### src/rtl/uart_pkg.sv
// uart_pkg: types and default constants shared by the UART receive path,
// the TX side and the one_shot benches.
//   rx_state_t        receive FSM state encoding (IDLE, START, DATA, STOP)
//   CLKS_PER_BIT_DEF  default clk cycles per UART bit
//   DATA_BITS_DEF     default data bits per frame
package uart_pkg;

  typedef enum logic [1:0] {
    IDLE,
    START,
    DATA,
    STOP
  } rx_state_t;

  localparam int CLKS_PER_BIT_DEF = 16;
  localparam int DATA_BITS_DEF    = 8;

endpackage

### src/rtl/uart_rx_core_bit_timer.sv
// rx_bit_timer: clock counter that times UART bit periods for the receiver.
//   clk        system clock, rising-edge
//   rst        asynchronous active-high reset
//   clear      synchronous clear of the counter (dominates enable)
//   enable     advance the counter by one this cycle
//   half_tick  count == CLKS_PER_BIT/2-1 (mid-start-bit sample point)
//   full_tick  count == CLKS_PER_BIT-1   (one full bit period elapsed)
module rx_bit_timer
  import uart_pkg::*;
#(
  parameter int CLKS_PER_BIT = CLKS_PER_BIT_DEF
) (
  input  logic clk,
  input  logic rst,
  input  logic clear,
  input  logic enable,
  output logic half_tick,
  output logic full_tick
);

  localparam int CNT_W = $clog2(CLKS_PER_BIT);

  logic [CNT_W-1:0] count;

  always_ff @(posedge clk or posedge rst) begin
    if (rst) begin
      count <= '0;
    end else if (clear) begin
      count <= '0;
    end else if (enable) begin
      count <= count + CNT_W'(1);
    end
  end

  assign half_tick = (count == CNT_W'(CLKS_PER_BIT / 2 - 1));
  assign full_tick = (count == CNT_W'(CLKS_PER_BIT - 1));

endmodule

### src/rtl/uart_rx_core.sv
// uart_rx_core: UART receive deserialiser triggered by the one_shot start pulse.
//   clk          system clock, rising-edge
//   RST          asynchronous active-high reset
//   start_pulse  one-cycle pulse marking the start-bit falling edge
//   rx           synchronised serial line, idle high
//   data_out     last correctly framed byte, LSB = first bit received
//   data_valid   one-cycle strobe, data_out is new this cycle
//   frame_err    one-cycle strobe, stop bit sampled low and byte discarded
//   busy         high whenever the FSM is not IDLE
module uart_rx_core
  import uart_pkg::*;
#(
  parameter int CLKS_PER_BIT = CLKS_PER_BIT_DEF,
  parameter int DATA_BITS    = DATA_BITS_DEF
) (
  input  logic                 clk,
  input  logic                 RST,
  input  logic                 start_pulse,
  input  logic                 rx,
  output logic [DATA_BITS-1:0] data_out,
  output logic                 data_valid,
  output logic                 frame_err,
  output logic                 busy
);

  localparam int IDX_W = $clog2(DATA_BITS + 1);

  rx_state_t            state;
  logic [IDX_W-1:0]     bit_idx;
  logic [DATA_BITS-1:0] shift_reg;
  logic                 timer_clear;
  logic                 timer_enable;
  logic                 half_tick;
  logic                 full_tick;

  rx_bit_timer #(
    .CLKS_PER_BIT(CLKS_PER_BIT)
  ) u_bit_timer (
    .clk      (clk),
    .rst      (RST),
    .clear    (timer_clear),
    .enable   (timer_enable),
    .half_tick(half_tick),
    .full_tick(full_tick)
  );

  // Holding the counter cleared throughout IDLE means it is already zero on
  // the cycle after start_pulse is captured, so START counts from 0.
  always_comb begin
    timer_clear  = 1'b0;
    timer_enable = 1'b0;
    case (state)
      IDLE:  timer_clear = 1'b1;
      START: begin
        timer_enable = 1'b1;
        timer_clear  = half_tick;
      end
      DATA, STOP: begin
        timer_enable = 1'b1;
        timer_clear  = full_tick;
      end
      default: timer_clear = 1'b1;
    endcase
  end

  always_ff @(posedge clk or posedge RST) begin
    if (RST) begin
      state      <= IDLE;
      bit_idx    <= '0;
      shift_reg  <= '0;
      data_out   <= '0;
      data_valid <= 1'b0;
      frame_err  <= 1'b0;
      busy       <= 1'b0;
    end else begin
      data_valid <= 1'b0;
      frame_err  <= 1'b0;
      case (state)
        IDLE: begin
          if (start_pulse) begin
            state <= START;
            busy  <= 1'b1;
          end
        end
        START: begin
          if (half_tick) begin
            if (!rx) begin
              state   <= DATA;
              bit_idx <= '0;
            end else begin
              // line went back high before mid-bit: treat as a glitch
              state <= IDLE;
              busy  <= 1'b0;
            end
          end
        end
        DATA: begin
          if (full_tick) begin
            shift_reg <= {rx, shift_reg[DATA_BITS-1:1]};
            bit_idx   <= bit_idx + IDX_W'(1);
            if (bit_idx == IDX_W'(DATA_BITS - 1)) begin
              state <= STOP;
            end
          end
        end
        STOP: begin
          if (full_tick) begin
            if (rx) begin
              data_out   <= shift_reg;
              data_valid <= 1'b1;
            end else begin
              frame_err <= 1'b1;
            end
            state <= IDLE;
            busy  <= 1'b0;
          end
        end
        default: begin
          state <= IDLE;
          busy  <= 1'b0;
        end
      endcase
    end
  end

endmodule
### config.mk
export PLATFORM = sky130hd
export DESIGN_NAME = uart_rx_core
export DESIGN_NICKNAME = d
export VERILOG_FILES = /design/src/rtl/uart_pkg.sv /design/src/rtl/uart_rx_core_bit_timer.sv /design/src/rtl/uart_rx_core.sv
export SDC_FILE = /design/constraint.sdc
export NUM_CORES = 1
export LEC_CHECK = 0
export CAP_MARGIN = 20
export CORE_MARGIN = 2
export CORE_UTILIZATION = 58
export CTS_CLUSTER_SIZE = 14
export DETAILED_ROUTE_END_ITERATION = 10
export GPL_TIMING_DRIVEN = 0
export PLACE_DENSITY_LB_ADDON = 0.3
export SLEW_MARGIN = 10
export SYNTH_ARGS = -nofsm -noshare
export SYNTH_HDL_FRONTEND = slang
export SYNTH_SLANG_ARGS = --single-unit
### constraint.sdc
create_clock -name clk -period 3 [get_ports clk]
set_input_delay 0.3 -clock clk [delete_from_list [all_inputs] [get_ports clk]]
set_output_delay 0.3 -clock clk [all_outputs]
set_load 0.05 [all_outputs]
## After elaboration in Yosys (flattened, before gate mapping)

Cells that the tools add are included.
Widths: inputs -> output; s select.

- Add/sub/neg operators: 2
- Equal/unequal tests: 13
- Mux-type cells: 26
- Reductions and logical operators: 11

Operator list:

| cell | number |
|---|---|
| $mux 4 | 5 |
| $ne 2x2->1 const B | 7 |
| $mux 2 | 6 |
| $mux 1 | 11 |
| $reduce_and 5->1 | 2 |
| $add 4x1->4 const B | 2 |
| $eq 4x3->1 const B | 2 |
| $pmux 2 s4 | 1 |
| $pmux 4 s2 | 1 |
| $pmux 1 s3 | 2 |
| $eq 2x2->1 const B | 2 |
| $eq 4x4->1 const B | 1 |
| $reduce_and 4->1 | 1 |
| $reduce_bool 2->1 | 2 |
| $reduce_and 3->1 | 1 |
| $reduce_bool 3->1 | 1 |
| $reduce_or 3->1 | 1 |
| $eq 2x1->1 const B | 1 |
| $logic_not 2->1 | 1 |
| $reduce_and 2->1 | 1 |
| $reduce_or 2->1 | 1 |

- Register bits: 29
- Input bits: 4
- Output and inout bits: 11

## Logic depth before layout (Yosys ltp)

Gate-level depths: netlist of the first run.

- Word-level depth: 5
- Depth in mapped cells: 6
- Depth with buffers taken out: 4

## Hierarchy

From an unflattened synthesis of the first run, not the netlist that was laid out.

- Cells, all modules: 100
- Area, all modules: 1271.2 um^2

By module, submodules not included:

| module | instances | cells each | area each (um^2) | seq. area each (um^2) |
|---|---|---|---|---|
| uart_rx_core | 1 | 80 | 1061.0 | 625.6 |
| rx_bit_timer | 1 | 20 | 210.2 | 100.1 |

## Least setup slack after synthesis of the first run

Ideal clock, no wire load.

- Kind: register -> register
- Start: register u_bit_timer.count[0]
- End: register data_out[0]
- Library setup time: 0.125 ns
- Data arrival time: 1.630 ns
- Data required time: 2.875 ns
- Path slack: 1.245 ns
- Cell stages (with the launch flop): 7
- Period minus slack after synthesis: 1.755 ns
- Cell sequence: dfrtp_1 ha_1 clkbuf_1 and4_1 and3_1 buf_4 mux2_2

- Longest elaborated chain between the ends: 2

Ends and longest elaborated chain:

| item | RTL line | RTL |
|---|---|---|
| from (decl) | uart_rx_core_bit_timer.sv:23 | `logic [CNT_W-1:0] count;` |
| from (signal assigned) | uart_rx_core_bit_timer.sv:31 | `count <= count + CNT_W'(1);` |
| $eq 4x4->1 | uart_rx_core_bit_timer.sv:36 | `assign full_tick = (count == CNT_W'(CLKS_PER_BIT - 1));` |
| $reduce_and 3->1 (no line) | - |  |
| to (signal assigned) | uart_rx_core.sv:109 | `data_out <= shift_reg;` |
| to (decl) | uart_rx_core.sv:20 | `output logic [DATA_BITS-1:0] data_out,` |

No other way between the ends.
A chain may end at the register's enable or synchronous reset.

## Worst setup path in the final report of the first run

- Start: register u_bit_timer.count[0]
- End: register data_out[6]

The elaborated chain is that of the path after synthesis.

==> results of run 1 <==
-- layer usage --
| metal | global-route usage | vias to the layer above |
|---|---|---|
| li1 | - | 415 |
| met1 | 0.276 | 444 |
| met2 | 0.303 | 19 |
| met3 | 0.0702 | 5 |
| met4 | 0.158 | 0 |
| met5 | 0 | - |
-- synthesized netlist by cell type (all sizes together) (3+ instances only) --
cell type and n:
dfrtp 29, mux2i 3, nand2 3, a21oi 3
inv 6, nor2 3, nor3 3, o21ai 4
clkbuf 3, nand3 4, mux2 15
-- layout make-up --
cell class,instances,area (µm²)
Tap cell,28,35.0
Buffer,5,23.8
Clock buffer,7,55.1
Inverter,6,22.5
Fill cell,171,578
Sequential cell,29,726
Clock inverter,1,30.0
Timing Repair Buffer,15,168
Multi-Input combinational cell,64,532
-- worst max-delay path: cells and delay by family (launching register included) --
kind	cells	cell delay, ns
simple gates	2	0.54
buf+inv	2	0.47
flops	1	0.38
mux	1	0.35
fa+ha+maj	1	0.15
-- worst max-delay path by stage --
stage | from | to | slack, ns
6_report | u_bit_timer.count[0] | data_out[6] | 1.00
5_1_grt | u_bit_timer.count[0] | data_out[6] | 0.84
4_1_cts | u_bit_timer.count[0] | data_out[6] | 1.00
3_5_place_dp | rx | bit_idx[3] | 0.93
3_3_place_gp | rx | bit_idx[3] | 0.96
2_1_floorplan | u_bit_timer.count[0] | data_out[0] | 1.25
-- cell families (layout without fill, tap and decap cells) --
logic type,count (synthesis),in the layout,share of synthesized area
DFF,29,29,0.557
muxes,18,18,0.153
xor gates and xnor gates,2,2,0.0134
AOI/OAI and AO/OA,17,17,0.103
adders and majority gates,2,2,0.0192
and+or+nand+nor,25,25,0.120
buffers and inverters,11,34,0.0355
-- per-stage QoR --
step                      hold WS [ns]  cell area (µm²)
after global placement           0.458             1480
after global routing             0.227             1590
final                            0.212             1590
after floorplan                  0.378             1300
after CTS                        0.486             1560
after detailed placement         0.474             1480
-- power groups by stage --
stage	logic (mW)	clock network [mW]	registers [mW]
3_3_place_gp	0.335	0	0.527
6_report	0.355	0.329	0.529
3_5_place_dp	0.351	0	0.536
5_1_grt	0.392	0.354	0.538
2_1_floorplan	0.237	0	0.555
4_1_cts	0.354	0.344	0.528
==> metrics.cfg, run 1 <==
[power]
seq_power_share=0.436
pwr-share-comb=0.292
power_mw=1.21
pwr-share-clk=0.272
p_sw_mw=0.398
switching_share=0.328
power.leakage_nw=0.706
ir_drop_mv=0.640
power_density_nw_per_um2=762
intPower_mw=0.815

[route]
dr_wl_met3_um=117
viasPerCell=5.70
wl_per_cell_um=15.2
m1WireLength_um=1030
totalWireLength_um=2350
drc=0
ant_nets=0
drt_iter0_markers=12
dr.pass1.iters=4
wl_met2_um=1150
top_layer=met4
num_vias=883

[worst_hold_path]
min_path_type=in -> async

[clock_network]
cts-root-buf=clkbuf_4
cts_made_buffers=5
cts-resized-gates=0
clockBufferDepth=2
postCtsSetupBuffers=0
htree_levels=2
clk_latency_ns=0.33
cts.hold.buffers_added=0
clock-sinks=29
path_clk_slew_ns=0.09
cts_tree=done

[floorplanning]
std_cell_rows=17
start_util=0.601
fp.dieH_um=51.4
die_x_um=51.4
io_pins=15
core_area_um2=2170
dieArea_um2=2640

[logic_synthesis]
synth_enable_flop_cells=0
yosysTopAreaCell=dfrtp_1
ys.flop_type=dfrtp_1
ys_ff_latch=29
ys_top_cells_by_area=dfrtp_1 (56%), mux2_2 (13%), mux2i_1 (2.3%)
yosysUniqueCellTypes=35
seq_area_frac_synth=0.557
async_flop_share=1.00
synth_top_area_frac=0.557
ys_warn_count=0
synthesis.nets=110
syn_inst=104
synth.avg_cell_area_um2=12.5
syn_area_um2=1300

[global_routing]
antenna_found_initial=0
grt_pass1_vias=826
grt-ovfl-total=0
grt_pass1_wl_um=3900
grt_use_total=0.216
grt_max_degree=30

[sta]
finalSetupTns_ns=0
setup_violations=0
fin_ws_ns=1.00
period_needed_ns=2.00
fin_crit_sh=0.665
max_freq_mhz=501
clock_skew_ns=0.00813
rsz0062_at_grt=false
slew_headroom=0.661
tightestPinTransition_ns=0.507
finalHoldViolations=0
slew_viol_final=0

[cells_and_area]
fin_nets=132
stdcell_count=155
final_common_cell=dfrtp_1
num_antenna_cells=0
syn2layout_area_growth_pct=22.1
layout.cells.most_common_list=dfrtp_1 (29), mux2_2 (15), clkdlybuf4s50_1 (14), inv_1 (6), clkbuf_4 (5)
utilization=0.734
drive_above_1_share=0.236

[setup_path]
required_ns=3.22
crit_type=reg -> reg
start_kind=register
critical-path-slowest-cell=dfrtp_1
r2r_end=data_out[6]
r2r_slack_ns=1.00
slowest_delay_ns=0.38
cp-end-kind=register
path_max_fanout=9
rr_startpoint=u_bit_timer.count[0]
path_cells=ha_1 > clkbuf_1 > and4_1 > and3_1 > buf_4 > mux2_2
reg2regPathDepth=6
worstPathArrival_ns=2.22

[placed_design]
port_buffers=14
hpwl_um=1610
dp.cells=146
place_ws_ns=0.925
gp_congestion=0.872

[outcome]
outcome=finished, final reports clean

[flow_run]
maxCapViolCount=0

Power figures use the tool's default switching activity.
==> run 2, diff against run 1 <==
--- a/config.mk
+++ b/config.mk
@@ -7,7 +7,7 @@
 export LEC_CHECK = 0
 export CAP_MARGIN = 20
 export CORE_MARGIN = 2
-export CORE_UTILIZATION = 58
+export CORE_UTILIZATION = 49
 export CTS_CLUSTER_SIZE = 14
 export DETAILED_ROUTE_END_ITERATION = 10
 export GPL_TIMING_DRIVEN = 0
==> constraint.sdc (replaced) <==
create_clock -name clk -period 1.8 [get_ports clk]
set_input_delay 0.18 -clock clk [delete_from_list [all_inputs] [get_ports clk]]
set_output_delay 0.18 -clock clk [all_outputs]
set_load 0.05 [all_outputs]
==> run 2 against run 1 <==
Compared with the run above: first-iteration DRC count unchanged; flip-flop and latch count unchanged; setup slack lost 0.93 ns; critical path type unchanged; critical endpoint is now bit_idx[3]; largest power group unchanged; highest routed layer unchanged.
==> metrics.cfg, run 2 (synthesis results as in run 1) <==
[sta]
slew_headroom=0.669  ; +0.00847
whs_ns=0.0956  ; -0.116 ns
setup_violations=0  ; unchanged
fin_crit_sh=0.960  ; +0.295
slew_viol_final=0  ; unchanged
max_freq_mhz=578  ; +15%
rsz0062_at_grt=false
tightestPinTransition_ns=0.495  ; -0.0127 ns
finalHoldViolations=0  ; unchanged
period_needed_ns=1.73  ; -0.268 ns
clock_skew_ns=0.00882  ; +0.000690 ns

[power]
power.leakage_nw=0.695  ; -1.6%
power_mw=1.91  ; +58%
ir_drop_mv=0.877  ; +37%
power_density_nw_per_um2=1200  ; +58%

[outcome]
outcome=finished, final reports clean

[floorplanning]
io_pins=15  ; unchanged
fp.dieH_um=55.6  ; +8.1%
std_cell_rows=18  ; +1
die_x_um=55.6  ; +8.1%
dieArea_um2=3090  ; +17%
start_util=0.522  ; -0.0794
core_area_um2=2500  ; +15%

[setup_path]
rr_startpoint=u_bit_timer.count[3]
crit_buf_inv=0  ; -2
worstPathArrival_ns=1.99  ; -0.23 ns
critical-path-slowest-cell=or4b_4
reg2regPathDepth=3  ; -3
crit_type=reg -> reg
crit_family=simple AND/OR/NAND/NOR gates
start_kind=register
cp-end-kind=register
required_ns=2.06  ; -1.16 ns
r2r_end=bit_idx[3]
path_max_fanout=9  ; unchanged
slowest_delay_ns=0.60  ; +0.22 ns
r2r_slack_ns=0.07  ; -0.93 ns
path_cells=or4b_4 > a2111oi_4 > mux2i_1

[cells_and_area]
layout.cells.most_common_list=dfrtp_1 (28), mux2_2 (15), clkdlybuf4s50_1 (14), inv_1 (5), clkbuf_4 (5)
final_common_cell=dfrtp_1
nFillCells=205  ; +20%
syn2layout_area_growth_pct=21.9
num_antenna_cells=0  ; unchanged
fin_nets=132  ; unchanged
drive_above_1_share=0.276  ; +0.0394

[clock_network]
htree_levels=2  ; unchanged
path_clk_slew_ns=0.09  ; about the same
cts_tree=done
clockBufferDepth=2  ; unchanged
clock-sinks=29  ; unchanged
cts-root-buf=clkbuf_4
cts_made_buffers=5  ; unchanged
clk_latency_ns=0.33  ; about the same

[flow_run]
maxCapViolCount=0  ; unchanged

[route]
drt_iter0_markers=12  ; unchanged
viasPerCell=5.55  ; -2.5%
num_vias=872  ; -1.2%
totalWireLength_um=2450  ; +4.0%
drc=0  ; unchanged
dr.pass1.iters=4  ; unchanged
ant_nets=0  ; unchanged
wl_per_cell_um=15.6  ; +2.7%

[global_routing]
grt_use_total=0.172  ; -0.0436
antenna_found_initial=0  ; unchanged
grt-ovfl-total=0  ; unchanged
grt_pass1_wl_um=4070  ; +4.4%
grt_pass1_vias=870  ; +5.3%
grt_max_degree=30  ; unchanged

[worst_hold_path]
min_path_type=in -> async

[placed_design]
hpwl_um=1630  ; +0.83%
gp_congestion=0.901  ; +3.3%
port_buffers=14  ; unchanged

==> run 2: power breakdown <==
part / switching [mW] / internal, mW / total, mW
Clock: 0.222 / 0.148 / 0.370
Sequential: 0.141 / 0.779 / 0.919
Combinational: 0.339 / 0.282 / 0.622
Total: 0.701 / 1.21 / 1.91
==> run 2: what timing repair did <==
| item | 4_1_cts | 5_1_grt |
|---|---|---|
| setup endpoints to repair | 15 | 16 |
| buffers inserted | 0 | 2 |
| hold buffers | 0 | 0 |
| resized for setup | 3 | 3 |
==> run 2: metal layers <==
| layer | track usage | up-vias | routed length [µm] |
|---|---|---|---|
| met1 | 0.250 | 426 | 1160 |
| met4 | 0.0557 | 0 | 25 |
| li1 | - | 425 | - |
| met3 | 0.0744 | 2 | 89 |
| met5 | 0 | - | 0 |
| met2 | 0.230 | 19 | 1170 |
==> run 2: how the worst max path moves through the flow <==
stage          cells past startpoint  slack (ns)          end            startpoint
5_1_grt                            3       0.006   bit_idx[3]  u_bit_timer.count[3]
3_5_place_dp                       6       -0.19  data_out[6]  u_bit_timer.count[0]
3_3_place_gp                       4       -0.12   bit_idx[3]                    rx
6_report                           3        0.07   bit_idx[3]  u_bit_timer.count[3]
2_1_floorplan                      6        0.05  data_out[0]  u_bit_timer.count[0]
4_1_cts                            5       0.006  data_out[6]  u_bit_timer.count[0]
==> run 2: cell type report <==
type | count | area, µm² | share of cell area
Buffer | 3 | 16.3 | 0.0102
Multi-Input combinational cell | 64 | 552 | 0.347
Inverter | 6 | 22.5 | 0.0142
Tap cell | 30 | 37.5 | 0.0236
Clock inverter | 2 | 10.0 | 0.00630
Clock buffer | 6 | 41.3 | 0.0260
Timing Repair Buffer | 17 | 183 | 0.115
Sequential cell | 29 | 727 | 0.457
==> run 2: worst register-to-register path: cells and delay by family, from the launching register on <==
kind	cells	cell delay (ns)
flops	1	0.47
simple gates	1	0.60
mux	1	0.21
compound gates	1	0.39
==> run 2: stage by stage <==
step           utilization  setup WS [ns]  instances  TNS, ns  cell area (µm²)
2_1_floorplan            -         0.0452        104        0             1300
3_3_place_gp         0.593         -0.124        148    -1.54             1480
3_5_place_dp         0.593         -0.193        148    -2.55             1480
4_1_cts              0.614        0.00565        154        0             1530
5_1_grt              0.636        0.00566        157        0             1590
6_report             0.636         0.0713        157        0             1590
